### config.mk
export PLATFORM = sky130hd
export DESIGN_NAME = four_bit_sync_cntr
export DESIGN_NICKNAME = d
export VERILOG_FILES = /design/src/rtl/four_bit_sync_cntr.sv
export SDC_FILE = /design/constraint.sdc
export NUM_CORES = 1
export LEC_CHECK = 0
export BUFFER_PORTS_ARGS = -buffer_cell sky130_fd_sc_hd__buf_4
export CAP_MARGIN = 20
export CORE_AREA = 2 2 39 41
export DETAILED_ROUTE_END_ITERATION = 7
export DIE_AREA = 0 0 41 43
export PLACE_DENSITY = 0.33
export REMOVE_ABC_BUFFERS = 1
export SETUP_SLACK_MARGIN = 0.4
export SLEW_MARGIN = 0
export SYNTH_ARGS = -nofsm -noshare
export SYNTH_HDL_FRONTEND = slang
export SYNTH_SLANG_ARGS = --single-unit
### constraint.sdc
create_clock -name clk -period 2.05 [get_ports clk]
set_clock_uncertainty 0.1 [all_clocks]
set_input_delay 0.41 -clock clk [delete_from_list [all_inputs] [get_ports clk]]
set_output_delay 0.41 -clock clk [all_outputs]
set_load 0.1 [all_outputs]
### src/rtl/four_bit_sync_cntr.sv
// Cascadable 4-bit synchronous up-counter slice built from T flip-flops.
// carry feeds the next slice's cnt_en; T_in exposes the per-bit toggle enables.

module four_bit_sync_cntr_tff (
  input  logic clk,
  input  logic rstn,
  input  logic t,
  output logic q
);

  logic q_q;
  logic q_d;

  assign q_d = q_q ^ t;

  always_ff @(posedge clk or negedge rstn) begin
    if (!rstn) begin
      q_q <= 1'b0;
    end else begin
      q_q <= q_d;
    end
  end

  assign q = q_q;

endmodule

module four_bit_sync_cntr (
  input  logic       rstn,
  input  logic       clk,
  input  logic       cnt_en,
  output logic [3:0] count,
  output logic       carry,
  output logic [3:0] T_in
);

  // and_chain[i] is cnt_en ANDed with every count bit below i; the top tap is the carry.
  logic [4:0] and_chain;

  assign and_chain[0] = cnt_en;

  genvar gi;
  generate
    for (gi = 0; gi < 4; gi++) begin : g_bit
      assign and_chain[gi+1] = and_chain[gi] & count[gi];

      four_bit_sync_cntr_tff u_tff (
        .clk  (clk),
        .rstn (rstn),
        .t    (and_chain[gi]),
        .q    (count[gi])
      );
    end
  endgenerate

  assign T_in  = and_chain[3:0];
  assign carry = and_chain[4];

endmodule

==> results.ini, run 1 <==
[run_status]
outcome=completed

[floorplan]
core-area_um2=1380
die_area_um2=1760
rows=14
die_h_um=43
initial_utilization=0.152
dieWidth_um=41
io-pin-count=12

[timing]
min_period_over_period=0.953
setup_viol=0
rsz0062_at_grt=yes
setup_tns_ns=0
hold_violations=0
worst_hold_slack_ns=0.327
slew_headroom=0.814
drv_slew=0
period_needed_ns=1.95
fmax_mhz=512
worstMarginPinSlew_ns=0.281

[routing]
drt_iter0_drc=1
vias_per_cell=3.32
top_layer=met3
vias=146
routed_wl_um=408
wl_met2_um=183
drc_errors=0
wl_met3_um=62
drtAntennaViolNets=0
m1WireLength_um=161
dr.pass1.iters=2
wl_per_cell_um=9.27

[critical_path]
crit_type=flop to primary output
crit_top_cell=ha_4
critPathMaxStageDelay_ns=0.40
worstPathArrival_ns=1.44
critPathMaxFanout=2
slowest_stage=dfrtp_1
crit_path_start_kind=flop
crit_required_ns=1.54
cp_cell_sequence=ha_4 > ha_4 > ha_4 > ha_4 > buf_12
cp-end-kind=primary output

[placed_design]
placedCellCount=36
portBuffers=11
gp_routability_congestion=0.581
dpl_cell_area_um2=260

[final_layout]
drive_gt1_frac=0.821
antenna_cells=0
area_delta_synth_final_pct=103
largest_reg_flops=4
fin_cells=44
layout_common_cells=buf_4, ha_4, dfrtp_1, buf_12, clkbuf_4
seq_area_um2=100
finalNetCount=37
final_common_cell=buf_4
fillCellCount=139
final_area_um2=427
multi_input_area_um2=100

[synthesis]
ys_seq_area_frac=0.476
synth.largest_area_cell=dfrtp_1
synth_top_area_share=0.476
synth_area_leaders=dfrtp_1, buf_4, ha_1
avgSynthCellArea_um2=13.1
netlist_instances=16
ys_warn_count=0
syn_area_um2=210
ys_ff_latch=4
synth.distinct_cells=3

[global_routing]
grt_pass1_vias=153
antenna_found_initial=0
grt_usage=0.0524
overflow=0
grt_first_pass_wirelength_um=572
grt_max_degree=5

[clocking]
clockRootBuffer=clkbuf_4
cts.sinks=4
cts_buffers=3
clockBufferDepth=2
clk_latency_ns=0.23
cts_tree=built
htree_levels=1
path_clk_slew_ns=0.04

[flow_run]
drv_cap=0

[worst_hold_path]
hp-class=primary input to flop

[synthesized netlist by cell type]
cell and n:
buf_4 8, ha_1 4, dfrtp_1 4
[kinds of logic (layout without fill, tap and decap cells)]
logic type	count (synthesis)	count (layout)	share of synthesized area
buffers and inverters	8	20	0.286
flip-flops	4	4	0.476
adder cells (fa/ha/maj)	4	4	0.238
[final timing paths]
| kind | depth (start not counted) | start | end | slack (ns) |
|---|---|---|---|---|
| hold reg to reg | 1 | g_bit[0].u_tff.q$_DFF_PN0_ | g_bit[0].u_tff.q$_DFF_PN0_ | 0.43 |
| setup reg to reg | 4 | g_bit[0].u_tff.q$_DFF_PN0_ | g_bit[3].u_tff.q$_DFF_PN0_ | 0.74 |
| max in group asynchronous | 2 | rstn | g_bit[0].u_tff.q$_DFF_PN0_ | 1.32 |
| min in group asynchronous | 2 | rstn | g_bit[3].u_tff.q$_DFF_PN0_ | 0.42 |
| setup / recovery | 5 | g_bit[0].u_tff.q$_DFF_PN0_ | carry | 0.1 |
| hold / removal | 2 | cnt_en | g_bit[0].u_tff.q$_DFF_PN0_ | 0.33 |
[worst max-delay path: cells and delay by family (launching register included)]
kind	cells	cell delay, ns
adders and majority gates	4	0.66
buffers and inverters	1	0.16
DFF	1	0.40
[through the flow]
stage / utilization / worst slack, ns
global route: 0.308 / 0.0482
detailed placement: 0.188 / -0.0177
finish: 0.308 / 0.0968
CTS: 0.284 / 0.0661
global placement: 0.188 / -0.00342
floorplan: - / -3.20
[routing by layer]
layer | up-vias | global-route usage
li1 | 68 | -
met5 | - | 0
met3 | 0 | 0.0628
met1 | 65 | 0.0456
met4 | 0 | 0
met2 | 13 | 0.0813
[cell type report]
| class | count | area share |
|---|---|---|
| Clock buffer | 3 | 0.0528 |
| Multi-Input combinational cell | 4 | 0.235 |
| Sequential cell | 4 | 0.235 |
| Tap cell | 16 | 0.0469 |
| Timing Repair Buffer | 17 | 0.431 |
[repair_timing]
action	CTS	global route
setup endpoints to repair	3	4
hold buffers	1	0
buffers inserted	3	1
pin swaps	1	1
endpoints found under the hold margin	4	0
gates resized for setup	16	5
Power of run 1 is not shown: default switching activity piles up to over one toggle a cycle in this logic, so the estimate is an artifact.
==> run 2: changes to the inputs <==
ABC_CLOCK_PERIOD_IN_PS = 2050   (was default)
PLACE_DENSITY = 0.3   (was 0.33)
SYNTH_HIERARCHICAL = 1   (was default)
==> results.ini, run 2 <==
[synthesis]
synth_common_cells=dfrtp_1, xor2_1, and2_1
synth_enable_flop_cells=0  ; unchanged
synth_top_area_share=0.580  ; +0.104
synth.distinct_cells=6  ; +3
netlist_instances=13  ; -3
ys_warn_count=6  ; +6
syn_area_um2=173  ; -18%
ys_ff_latch=4  ; unchanged
synth.largest_area_cell=dfrtp_1
synth_area_leaders=dfrtp_1, xor2_1, and2_1
avgSynthCellArea_um2=13.3  ; +1.1%
synthFlopType=dfrtp_1
synthArstFlopShare=1.00  ; unchanged
ys_seq_area_frac=0.580  ; +0.104

[worst_hold_path]
hold_depth=2  ; unchanged
hp-class=primary input to flop

[routing]
vias_per_cell=3.42  ; +3.0%
drt_iter0_drc=0  ; -1
dr.pass1.iters=1  ; -1
routed_wl_um=435  ; +6.6%
drc_errors=0  ; unchanged
drtAntennaViolNets=0  ; unchanged
wl_per_cell_um=9.06  ; -2.3%
vias=164  ; +12%

[clocking]
clockBufferDepth=2  ; unchanged
cts_buffers=3  ; unchanged
htree_levels=1  ; unchanged
clk_latency_ns=0.23  ; about the same
cts.sinks=4  ; unchanged
clockRootBuffer=clkbuf_4
path_clk_slew_ns=0.04  ; about the same
cts_tree=built

[run_status]
outcome=completed

[final_layout]
finalNetCount=37  ; unchanged
largest_reg_flops=4  ; unchanged
drive_gt1_frac=0.656  ; -0.165
final_common_cell=buf_4
area_delta_synth_final_pct=114
layout_common_cells=buf_4, xor2_1, dfrtp_1
antenna_cells=0  ; unchanged

[global_routing]
grt_first_pass_wirelength_um=703  ; +23%
antenna_found_initial=0  ; unchanged
grt_max_degree=6  ; +1
grt_pass1_vias=182  ; +19%
overflow=0  ; unchanged
grt_usage=0.0643  ; +0.0118

[floorplan]
die_h_um=43  ; unchanged
die_area_um2=1760  ; unchanged
core-area_um2=1380  ; unchanged
rows=14  ; unchanged
initial_utilization=0.125  ; -0.0271
io-pin-count=12  ; unchanged
dieWidth_um=41  ; unchanged

[timing]
worstMarginPinSlew_ns=0.279  ; -0.00171 ns
drv_slew=0  ; unchanged
period_needed_ns=1.64  ; -0.312 ns
setup_viol=0  ; unchanged
min_period_over_period=0.800  ; -0.152
fmax_mhz=609  ; +19%
rsz0062_at_grt=yes
slew_headroom=0.815  ; +0.00113
hold_violations=0  ; unchanged
worst_hold_slack_ns=0.287  ; -0.0399 ns

[critical_path]
rr_worst_depth=3  ; -1
critPathMaxFanout=3  ; +1
slowest_stage=dfrtp_1
crit_type=flop to primary output
crit_path_start_kind=flop
cp_cell_sequence=and4_4 > and2_4 > buf_12
cp-end-kind=primary output
crit_required_ns=1.54  ; about the same
worstPathArrival_ns=1.13  ; -0.31 ns
critPathMaxStageDelay_ns=0.35  ; -0.05 ns

[placed_design]
gp_routability_congestion=0.593  ; +2.0%
hpwl_um=296
portBuffers=11  ; unchanged

[flow_run]
drv_cap=0  ; unchanged

[run 2: cell count changes in the layout (fill, tap and decap cells not counted), sizes merged]
cell | before | now
and2 | 0 | 2
xor2 | 0 | 4
and4 | 0 | 1
and3 | 0 | 1
ha | 4 | 0
[run 2: timing repair]
| action | 4_1_cts | 5_1_grt |
|---|---|---|
| endpoints found under the setup margin | 4 | 4 |
| buffers inserted | 4 | 1 |
| endpoints found under the hold margin | 4 | 0 |
| gates cloned | 0 | 0 |
| resized for setup | 5 | 3 |
| pin swaps | 1 | 1 |
| hold buffers | 1 | 0 |
[run 2: final timing paths]
check	end	slack [ns]	start
max	carry	0.41	g_bit[0].u_tff/q$_DFF_PN0_
min	g_bit[0].u_tff/q$_DFF_PN0_	0.29	cnt_en
max reg2reg	g_bit[1].u_tff/q$_DFF_PN0_	0.97	g_bit[0].u_tff/q$_DFF_PN0_
min reg2reg	g_bit[3].u_tff/q$_DFF_PN0_	0.39	g_bit[3].u_tff/q$_DFF_PN0_
max in group asynchronous	g_bit[0].u_tff/q$_DFF_PN0_	1.33	rstn
min in group asynchronous	g_bit[3].u_tff/q$_DFF_PN0_	0.42	rstn
[run 2: layout make-up]
type,instances,area (um^2)
Fill cell,157,1010
Multi-Input combinational cell,8,67.6
Sequential cell,4,100
Clock buffer,3,22.5
Timing Repair Buffer,17,159
Tap cell,16,20.0
[run 2: kinds of logic after synthesis]
kind of cell	after synthesis	share of synthesized area
XOR/XNOR	4	0.203
AND/OR/NAND/NOR	4	0.174
flip-flops	4	0.580
buffers and inverters	1	0.0435
[run 2: layer usage]
layer	share of wire	routed length [um]	GRT usage	up-vias
li1	-	-	-	79
met1	0.45	196	0.0836	74
met2	0.40	174	0.0719	11
met3	0.15	64	0.0314	0
met4	0	0	0.0600	0
met5	0	0	0	-
[run 2: through the flow]
step / std cells / util / area, um^2 / TNS (ns) / setup WS (ns)
floorplan: 12 / - / 165 / -1.98 / -0.839
global placement: 39 / 0.193 / 268 / 0 / 0.391
detailed placement: 39 / 0.193 / 268 / 0 / 0.387
CTS: 47 / 0.252 / 349 / 0 / 0.379
global route: 48 / 0.267 / 369 / 0 / 0.353
finish: 48 / 0.267 / 369 / 0 / 0.409
[run 2: worst max-delay path, delay by kind of cell, from the launching register on]
| family | cells | cell delay (ns) |
|---|---|---|
| flip-flops | 1 | 0.35 |
| buffers and inverters | 1 | 0.16 |
| AND/OR/NAND/NOR | 2 | 0.38 |
Power of run 2 is left out for the same reason.
==> run 3: changes to the inputs <==
ABC_CLOCK_PERIOD_IN_PS = 1400   (was 2050)
PLACE_DENSITY = 0.31   (was 0.3)
clock period = 1.4 ns   (was 2.05 ns; I/O delays follow)
==> results.ini, run 3 (same netlist as run 2, synthesis figures left out) <==
[final_layout]
area_delta_synth_final_pct=206
final_common_cell=buf_12
finalNetCount=43  ; +16%
final_area_um2=528  ; +43%
largest_reg_flops=4  ; unchanged
layout_common_cells=buf_12, buf_4, buf_6
antenna_cells=0  ; unchanged
fin_util=0.382  ; +0.115
drive_gt1_frac=0.789  ; +0.133

[clocking]
cts.sinks=4  ; unchanged
htree_levels=1  ; unchanged
cts_tree=built
clk_latency_ns=0.23  ; about the same
path_clk_slew_ns=0.04  ; about the same
cts_buffers=3  ; unchanged
clockBufferDepth=2  ; unchanged
clockRootBuffer=clkbuf_4

[timing]
period_needed_ns=1.54
hold_violations=0  ; unchanged
rsz0062_at_grt=yes
drv_slew=0  ; unchanged
fmax_mhz=650
worst_slack_ns=-0.139  ; -0.548 ns
worstMarginPinSlew_ns=0.111  ; -0.168 ns
min_period_over_period=1.10
worst_hold_slack_ns=0.245  ; -0.0421 ns
slew_headroom=0.926  ; +0.111
setup_viol=5  ; +5

[critical_path]
critPathCapture=carry
crit_type=flop to primary output
crit_required_ns=1.02  ; -0.52 ns
critPathMaxFanout=3  ; unchanged
cp_cell_sequence=and4_4 > and2_4 > buf_12
rr_worst_depth=4  ; +1
critPathMaxStageDelay_ns=0.36  ; about the same
worstPathArrival_ns=1.16  ; +0.03 ns
slowest_stage=dfrtp_1
timing.rr.start=g_bit[2].u_tff/q$_DFF_PN0_
cp-end-kind=primary output
critPathLaunch=g_bit[2].u_tff/q$_DFF_PN0_
r2r_slack_ns=0.24  ; -0.73 ns
r2r-end=g_bit[3].u_tff/q$_DFF_PN0_
crit_path_start_kind=flop

[routing]
vias_per_cell=3.43  ; +0.27%
drtAntennaViolNets=0  ; unchanged
drt_iter0_drc=1  ; +1
dr.pass1.iters=2  ; +1
drc_errors=0  ; unchanged
routed_wl_um=513  ; +18%
wl_per_cell_um=9.50  ; +4.8%
vias=185  ; +13%

[global_routing]
grt_max_degree=5  ; -1
grt_usage=0.0753  ; +0.0110
grt_pass1_vias=195  ; +7.1%
antenna_found_initial=0  ; unchanged
grt_first_pass_wirelength_um=834  ; +19%
overflow=0  ; unchanged

[floorplan]
dieWidth_um=41  ; unchanged
rows=14  ; unchanged
die_area_um2=1760  ; unchanged
initial_utilization=0.125  ; unchanged
core-area_um2=1380  ; unchanged
io-pin-count=12  ; unchanged
die_h_um=43  ; unchanged

[run_status]
outcome=complete, but fails checks
violations=setup timing

[placed_design]
dpl_cell_area_um2=298  ; +11%
gp_routability_congestion=0.586  ; -1.1%
portBuffers=11  ; unchanged

[worst_hold_path]
hp-class=primary input to flop

[flow_run]
drv_cap=0  ; unchanged

==> run 3: cell count changes in the layout (fill, tap and decap cells not counted), sizes merged <==
| cell | previous run | this run |
|---|---|---|
| buf | 16 | 22 |
==> run 3: final cells by class <==
class,instances,area (um^2)
Multi-Input combinational cell,8,78.8
Sequential cell,4,100
Tap cell,16,20.0
Timing Repair Buffer,23,307
Fill cell,143,856
Clock buffer,3,22.5
==> run 3: worst max-delay path, delay by kind of cell (launching register included) <==
kind,cells,cell delay [ns]
flops,1,0.36
buf+inv,1,0.16
simple gates,2,0.39
==> run 3: routing by layer <==
layer  GRT usage  up-vias  routed length, um
li1            -       90                  -
met1      0.0868       83                216
met2      0.0969       12                239
met3      0.0419        0                 57
met4      0.0600        0                  0
met5           0        -                  0
==> run 3: timing repair <==
| item | 4_1_cts | 5_1_grt |
|---|---|---|
| hold buffers | 1 | 0 |
| endpoints found under the setup margin | 10 | 12 |
| pin swaps | 2 | 1 |
| gates resized for setup | 33 | 3 |
| endpoints found under the hold margin | 4 | 0 |
| setup buffers | 5 | 2 |
| gates cloned | 0 | 0 |
==> run 3: through the flow <==
step	std cells	worst slack, ns	setup TNS, ns
finish	54	-0.139	-0.332
floorplan	12	-1.36	-5.90
detailed placement	43	0.0191	0
global placement	43	0.0202	0
global route	54	-0.180	-0.504
CTS	52	-0.118	-0.308
==> run 3: how the worst min path moves through the flow <==
stage          depth (start not counted)   start  slack [ns]                    endpoint
2_1_floorplan                          0    rstn       -0.12  g_bit[0].u_tff/q$_DFF_PN0_
3_3_place_gp                           1    rstn       -0.02  g_bit[2].u_tff/q$_DFF_PN0_
3_5_place_dp                           1    rstn       -0.02  g_bit[2].u_tff/q$_DFF_PN0_
4_1_cts                                3  cnt_en        0.24  g_bit[0].u_tff/q$_DFF_PN0_
5_1_grt                                3  cnt_en        0.26  g_bit[0].u_tff/q$_DFF_PN0_
6_report                               3  cnt_en        0.25  g_bit[0].u_tff/q$_DFF_PN0_
Power of run 3 is left out for the same reason.
